<file path="config.mk">
export PLATFORM = sky130hd
export DESIGN_NAME = adc_read_ad7476
export DESIGN_NICKNAME = d
export VERILOG_FILES = /design/src/rtl/adc_read_ad7476_pkg.sv /design/src/rtl/adc_read_ad7476_tick_gen.sv /design/src/rtl/adc_read_ad7476.sv
export SDC_FILE = /design/constraint.sdc
export NUM_CORES = 1
export LEC_CHECK = 0
export CAP_MARGIN = 10
export CORE_MARGIN = 4
export CORE_UTILIZATION = 55
export DETAILED_ROUTE_END_ITERATION = 8
export PLACE_DENSITY_LB_ADDON = 0.2
export SYNTH_ARGS = -nofsm -noshare
export SYNTH_HDL_FRONTEND = slang
export SYNTH_SLANG_ARGS = --single-unit
</file>
<file path="constraint.sdc">
create_clock -name clk -period 4.7 [get_ports clk]
set_input_delay 0.94 -clock clk [delete_from_list [all_inputs] [get_ports clk]]
set_output_delay 0.94 -clock clk [all_outputs]
set_load 0.01 [all_outputs]
</file>
<file path="src/rtl/adc_read_ad7476_pkg.sv">
// Shared types and frame geometry for the AD7476-class serial ADC reader.
package adc_read_pkg;

   typedef enum logic [2:0] {
      IDLE,
      CS_SETUP,
      SCLK_LO,
      SCLK_HI,
      QUIET
   } state_t;

   localparam int unsigned FRAME_BITS = 16;
   localparam int unsigned LEAD_BITS  = 4;
   localparam int unsigned DATA_BITS  = 12;

endpackage

</file>
<file path="src/rtl/adc_read_ad7476_tick_gen.sv">
// Clock divider: one-clock tick pulse every DIVIDE clocks, restartable via clear.
module tick_gen #(
   parameter int unsigned DIVIDE = 10
) (
   input  logic clk,
   input  logic rst,
   input  logic clear,
   output logic tick
);

   localparam int unsigned CW = (DIVIDE > 2) ? $clog2(DIVIDE) : 2;

   logic [CW-1:0] count_q;
   logic [CW-1:0] count_d;

   assign tick = (count_q == CW'(DIVIDE - 1));

   // Next count: held at zero while cleared, wraps on the tick clock.
   always_comb begin
      count_d = count_q + 1'b1;
      if (clear || tick) begin
         count_d = '0;
      end
   end

   // Counter register.
   always_ff @(posedge clk or posedge rst) begin
      if (rst) begin
         count_q <= '0;
      end else begin
         count_q <= count_d;
      end
   end

endmodule

</file>
<file path="src/rtl/adc_read_ad7476.sv">
// AD7476-class serial ADC reader: frames cs/sclk, shifts in 16 bits, publishes 12.
module adc_read_ad7476
   import adc_read_pkg::*;
#(
   parameter int unsigned DELAY_FACTOR = 10,
   parameter int unsigned QUIET_TICKS  = 2
) (
   input  logic                 clk,
   input  logic                 rst,
   input  logic                 start,
   output logic                 busy,
   output logic [DATA_BITS-1:0] data,
   output logic                 valid,
   output logic                 err,
   output logic                 cs,
   output logic                 sclk,
   input  logic                 sdata
);

   localparam int unsigned BW = $clog2(FRAME_BITS);
   localparam int unsigned QW = $clog2(QUIET_TICKS + 1);

   state_t                  state_q, state_d;
   logic                    busy_q, busy_d;
   logic                    valid_q, valid_d;
   logic                    err_q, err_d;
   logic                    cs_q, cs_d;
   logic                    sclk_q, sclk_d;
   logic                    sync1_q, sync1_d;
   logic                    sync2_q, sync2_d;
   logic [DATA_BITS-1:0]    data_q, data_d;
   logic [FRAME_BITS-1:0]   shift_q, shift_d;
   logic [BW-1:0]           bit_cnt_q, bit_cnt_d;
   logic [QW-1:0]           quiet_cnt_q, quiet_cnt_d;
   logic                    tick;

   // The divider only runs during a conversion so tick n lands n*DELAY_FACTOR clocks after accept.
   tick_gen #(
      .DIVIDE (DELAY_FACTOR)
   ) u_tick_gen (
      .clk   (clk),
      .rst   (rst),
      .clear (!busy_q),
      .tick  (tick)
   );

   // Next-state logic: accept, synchronizer, and tick-paced frame sequencing.
   always_comb begin
      state_d     = state_q;
      busy_d      = busy_q;
      valid_d     = 1'b0;
      err_d       = err_q;
      cs_d        = cs_q;
      sclk_d      = sclk_q;
      data_d      = data_q;
      shift_d     = shift_q;
      bit_cnt_d   = bit_cnt_q;
      quiet_cnt_d = quiet_cnt_q;
      sync1_d     = sdata;
      sync2_d     = sync1_q;

      if (!busy_q && start) begin
         busy_d = 1'b1;
      end

      if (tick) begin
         case (state_q)
            IDLE: begin
               if (busy_q) begin
                  cs_d      = 1'b0;
                  bit_cnt_d = BW'(FRAME_BITS - 1);
                  state_d   = CS_SETUP;
               end
            end
            CS_SETUP: begin
               sclk_d  = 1'b0;
               state_d = SCLK_LO;
            end
            SCLK_LO: begin
               shift_d = {shift_q[FRAME_BITS-2:0], sync2_q};
               sclk_d  = 1'b1;
               state_d = SCLK_HI;
            end
            SCLK_HI: begin
               if (bit_cnt_q != '0) begin
                  bit_cnt_d = bit_cnt_q - 1'b1;
                  sclk_d    = 1'b0;
                  state_d   = SCLK_LO;
               end else begin
                  cs_d        = 1'b1;
                  quiet_cnt_d = '0;
                  state_d     = QUIET;
               end
            end
            QUIET: begin
               if (quiet_cnt_q == QW'(QUIET_TICKS - 1)) begin
                  data_d  = shift_q[DATA_BITS-1:0];
                  err_d   = |shift_q[FRAME_BITS-1 -: LEAD_BITS];
                  valid_d = 1'b1;
                  busy_d  = 1'b0;
                  state_d = IDLE;
               end else begin
                  quiet_cnt_d = quiet_cnt_q + 1'b1;
               end
            end
            default: begin
               state_d = IDLE;
            end
         endcase
      end
   end

   // State and output registers; reset aborts any frame and parks the bus idle.
   always_ff @(posedge clk or posedge rst) begin
      if (rst) begin
         state_q     <= IDLE;
         busy_q      <= 1'b0;
         valid_q     <= 1'b0;
         err_q       <= 1'b0;
         cs_q        <= 1'b1;
         sclk_q      <= 1'b1;
         sync1_q     <= 1'b0;
         sync2_q     <= 1'b0;
         data_q      <= '0;
         shift_q     <= '0;
         bit_cnt_q   <= BW'(FRAME_BITS - 1);
         quiet_cnt_q <= '0;
      end else begin
         state_q     <= state_d;
         busy_q      <= busy_d;
         valid_q     <= valid_d;
         err_q       <= err_d;
         cs_q        <= cs_d;
         sclk_q      <= sclk_d;
         sync1_q     <= sync1_d;
         sync2_q     <= sync2_d;
         data_q      <= data_d;
         shift_q     <= shift_d;
         bit_cnt_q   <= bit_cnt_d;
         quiet_cnt_q <= quiet_cnt_d;
      end
   end

   assign busy  = busy_q;
   assign data  = data_q;
   assign valid = valid_q;
   assign err   = err_q;
   assign cs    = cs_q;
   assign sclk  = sclk_q;

endmodule

</file>
Word-level counts from Yosys, hierarchy flattened
Index checks and enable logic that the tools add are counted.
{"block": "totals", "register_bits": 48, "output_inout_bits": 17, "input_bits": 4, "elab_cells": 66}
{"block": "classes", "muxes": 23, "addsub": 3, "eq_ne": 11, "n_reduce_logical": 16}
{"operator": "$pmux 3 s5", "count": 1}
{"operator": "$mux 4", "count": 3}
{"operator": "$reduce_and 4->1", "count": 3}
{"operator": "$mux 1", "count": 10}
{"operator": "$ne 2x2->1 const B", "count": 5}
{"operator": "$mux 3", "count": 3}
{"operator": "$reduce_and 3->1", "count": 3}
{"operator": "$pmux 4 s2", "count": 1}
{"operator": "$eq 3x2->1 const B", "count": 2}
{"operator": "$add 4x1->4 const B", "count": 1}
{"operator": "$eq 4x4->1 const B", "count": 1}
{"operator": "$mux 2", "count": 2}
{"operator": "$pmux 2 s2", "count": 1}
{"operator": "$reduce_bool 2->1", "count": 2}
{"operator": "$reduce_bool 4->1", "count": 1}
{"operator": "$reduce_or 4->1", "count": 1}
{"operator": "$sub 4x1->4 const B", "count": 1}
{"operator": "$eq 3x1->1 const B", "count": 1}
{"operator": "$eq 3x3->1 const B", "count": 1}
{"operator": "$logic_not 3->1", "count": 1}
{"operator": "$pmux 1 s3", "count": 1}
{"operator": "$reduce_bool 3->1", "count": 1}
{"operator": "$add 2x1->2 const B", "count": 1}
{"operator": "$eq 2x1->1 const B", "count": 1}
{"operator": "other kinds (5)", "count": 5}

Logic depth before layout (Yosys ltp)
{"block": "depth", "depth_word": 6, "depth_mapped": 8, "depth_no_buf": 6}

Modules after synthesis
A second synthesis with hierarchy kept.
{"block": "hier_totals", "hier_cells": 157, "hier_area_um2": 2143.3}
{"module": "adc_read_ad7476", "cells_each": 136, "area_each_um2": 1935.6, "seq_area_each_um2": 1108.6, "instances": 1}
{"module": "tick_gen", "cells_each": 21, "area_each_um2": 207.7, "seq_area_each_um2": 100.1, "instances": 1}

Least setup slack after synthesis
OpenSTA, ideal clock, no wires.
{"block": "synth_path", "path_type": "register to register", "start": "reg u_tick_gen.count_q[0]", "end": "reg data_q[0] (netlist: data[0])", "required_time_ns": 4.575, "arrival_ns": 1.510, "setup_slack_ns": 3.065, "path_stages_with_launch": 7, "synth_period_minus_slack_ns": 1.635, "path_buffers": 2, "setup_ns": 0.125, "path_cell_list": "dfrtp_1 > ha_1 > and3b_1 > buf_4 > nand3_4 > buf_6 > mux2_2"}
{"block": "synth_between", "elab_chain_cells": 2}
{"element": "start: declaration", "line": "adc_read_ad7476_tick_gen.sv:13", "source": "logic [CW-1:0] count_q;"}
{"element": "start signal: assignment", "line": "adc_read_ad7476_tick_gen.sv:31", "source": "count_q <= count_d;"}
{"element": "$eq 4x4->1", "line": "adc_read_ad7476_tick_gen.sv:16", "source": "assign tick = (count_q == CW'(DIVIDE - 1));"}
{"element": "$reduce_and 3->1 (no line)"}
{"element": "end signal: assignment", "line": "adc_read_ad7476.sv:137", "source": "data_q <= data_d;"}
{"element": "end: declaration", "line": "adc_read_ad7476.sv:31", "source": "logic [DATA_BITS-1:0] data_q, data_d;"}
Every way passes these cells.
A chain may end at the register's enable or synchronous reset.

Final worst setup path
{"block": "layout_path", "start": "reg cs_q (netlist: cs)", "end": "out cs"}
{"element": "start: declaration", "line": "adc_read_ad7476.sv:27", "source": "logic cs_q, cs_d;"}
{"element": "start signal: assignment", "line": "adc_read_ad7476.sv:133", "source": "cs_q <= cs_d;"}
{"element": "end: declaration", "line": "adc_read_ad7476.sv:15", "source": "output logic cs,"}
No word-level cell between the ends.

==> metrics.md <==
| Metric | Value |
|---|---|
| Worst IR Drop VDD | 275 uV |
| Total global routing track utilization | 16.0% |
| Starting Density | 57.0% |
| Met2 WL | 1.81 mm |
| Postcts setup bufs | 0 |
| Share of layout cells above drive strength 1 | 26.9% |
| Hold crit path type | reg2reg |
| Synth warn | 0 |
| IO Count | 21 |
| Most common library cells after synthesis | dfrtp_1 (42), mux2_2 (17), mux2_4 (11) |
| Drt wl/cell | 15.4 um |
| Hold Path Origin | sync1_q |
| Max-cap viol count | 0 |
| FF-to-FF path depth | 5 |
| Clock tree sinks | 48 |
| Largest net degree at the start of global routing | 32 |
| CP top delay family | flip-flops |
| Routed WL | 3.54 mm |
| Slowest cell on the critical path | dfstp_2 |
| Ys flop type | dfrtp_1 |
| Crit Path Category | reg2out |
| IO Port Bufs | 20 |
| Aggregate global routing overflow | 0 |
| Largest cells by area after synthesis | dfrtp_1 (50%), mux2_2 (9.1%), mux2_4 (7.9%) |
| Slew HR | 58.3% |
| Area delta synth->final | 15.5% |
| Fillers | 310 |
| CTS-repair resized insts | 0 |
| CP required | 3.76 ns |
| Pre-CTS setup slack | 2.61 ns |
| Max Fanout on Critical Path | 3 |
| Reg2reg start | u_tick_gen.count_q[1] |
| Detailed Routing Iterations Pass 1 | 4 |
| Tcrit/Tclk final | 49.2% |
| Status | finished, final reports clean |
| Site Rows | 22 |
| Setup crit end kind | primary output |
| GP Congestion | 0.728 |
| Max Used Layer | met4 |
| Clock slew at the register clock pins of the worst setup and hold paths | 0.09 ns |
| Cell taking the most area after synthesis | dfrtp_1 |
| Unrepaired setup endpoints after global routing | false |
| Reg2reg setup slack | 2.89 ns |
| FF+latch count, synth | 48 |
| R2R Path End | data[6] |
| Die footprint | 4880 sq um |
| Total number of vias | 1229 |
| Syn Area/Cell | 13.3 sq um |
| Root Driver | clkbuf_8 |
| WP data arrival | 1.37 ns |
| Global-route wire length before repair | 6.31 mm |
| Static Leak | 1.18 nW |
| Syn Inst Count | 158 |
| CTS buffer count | 5 |
| Fin worst setup slack | 2.39 ns |
| WHS Endpoint | sync2_q |
| Nets | 189 |
| Actual slew at the worst max-slew pin | 0.621 ns |
| Critical Path Max Stage Delay | 0.55 ns |
| Number of synthesized flops with an enable pin | 0 |
| Die H | 69.8 um |
| Final Max Slew Viols | 0 |
| Placed cell area | 2330 sq um |
| CTS tree | done |
| Ys async rst share | 100% |
| Setup total negative slack | 0 ns |
| Core ar. | 3690 sq um |
| DR WL met3 | 102 um |
| Final worst path period need | 2.31 ns |
| Initial antenna violation count | 0 |
| Most common cell in the netlist | dfrtp_1 |
| CP Cell Sequence | clkdlybuf4s50_1 |
| Ant diodes | 0 |
| Vias in the first global route | 1362 |
| # setup viols final | 0 |
| Worst clock skew | 0.0107 ns |
| Final ANT Viol Nets | 0 |
| Design area | 2430 sq um |
| DP HPWL | 2.50 mm |
| Seq/Total Area, Yosys | 57.5% |
| Vias per inst | 5.34 |
| Final hold vios | 0 |
| Post-CTS Hold Buffers | 0 |
| Startpoint Class | flip-flop |
| Clock Latency Late Sink | 0.29 ns |
| H-tree depth | 2 |
| Yosys top cell area share | 50.0% |
| DRC violations left | 0 |
| Wire length on met1 | 1.59 mm |
| Max Clock Freq | 433 MHz |
| Syn Nets | 166 |
| CTS Buffer Depth | 2 |
| First DRT Iteration DRCs | 37 |
| Hold Worst Slack | 0.363 ns |
| Die width | 69.8 um |
| Pwr dens | 423 nW/um^2 |
| Yosys cell types | 36 |
| Hold depth | 0 |
| Mapped cell area | 2100 sq um |
| Buffer and inverter count on the worst path | 1 |
[per-stage QoR]
step / power [mW] / cells / utilization (%)
floorplan: 0.726 / 158 / -
global placement: 0.764 / 222 / 63.2
detailed placement: 0.783 / 222 / 63.2
CTS: 1.04 / 230 / 65.8
global route: 1.09 / 230 / 65.8
finish: 1.03 / 230 / 65.8
[power by group]
group	switching, mW	internal, mW	leakage [nW]
Combinational	0.108	0.108	0.508
Clock	0.133	0.119	0.0434
Sequential	0.0777	0.482	0.629
Total	0.318	0.709	1.18
[state kept, by name, summed over array words and instances (netlist names)]
signal              count
data                   12
sclk                    1
u_tick_gen.count_q      4
busy                    1
valid                   1
state_q                 3
sync1_q                 1
bit_cnt_q               4
quiet_cnt_q             2
sync2_q                 1
err                     1
shift_q                16
cs                      1
[layout by cell type (no fill, tap or decap), types with 2 or more instances in the layout]
cell type	count
nand2b_1	2
o21ai_0	9
xnor2_1	2
nor3_1	2
clkinvlp_4	2
nor3b_1	2
mux2_4	11
nor3b_2	2
inv_1	7
dfrtp_1	42
nor4_1	2
nand2_1	8
clkbuf_8	6
dfstp_2	6
a21oi_1	5
nor2_1	8
ha_1	4
mux2_2	17
and3b_1	2
clkdlybuf4s50_1	20
nand3b_1	2
nand3_1	5
[kinds of logic (layout without fill, tap and decap cells)]
logic type | count (synthesis) | in the layout | synth area share (%)
mux | 28 | 28 | 17.0
flops | 48 | 48 | 57.5
simple gates | 40 | 40 | 12.3
fa+ha+maj | 4 | 4 | 2.38
compound gates | 23 | 23 | 6.72
buf+inv | 13 | 37 | 3.33
xor+xnor | 2 | 2 | 0.833
[area by class of cell]
type | count | area [sq um] | share of cell area (%)
well taps | 48 | 60.1 | 2.47
flip-flops and latches | 48 | 1210 | 49.8
clock inverters | 2 | 15.0 | 0.618
clock buffers | 6 | 82.6 | 3.40
multi-input cells | 97 | 825 | 34.0
inverters | 8 | 30.0 | 1.24
repair buffers | 21 | 208 | 8.55
[layer usage]
layer	vias to the layer above	track usage, %
li1	599	-
met1	609	20.3
met2	17	27.0
met3	4	3.48
met4	0	5.53
met5	-	0
[how the worst max path moves through the flow]
stage	from	endpoint	depth (start not counted)
3_3_place_gp	rst	bit_cnt_q[1]	3
4_1_cts	cs	cs	1
6_report	cs	cs	1
5_1_grt	cs	cs	1
2_1_floorplan	rst	busy	1
3_5_place_dp	rst	bit_cnt_q[1]	3
No activity file was read; power rests on OpenSTA's default activity.
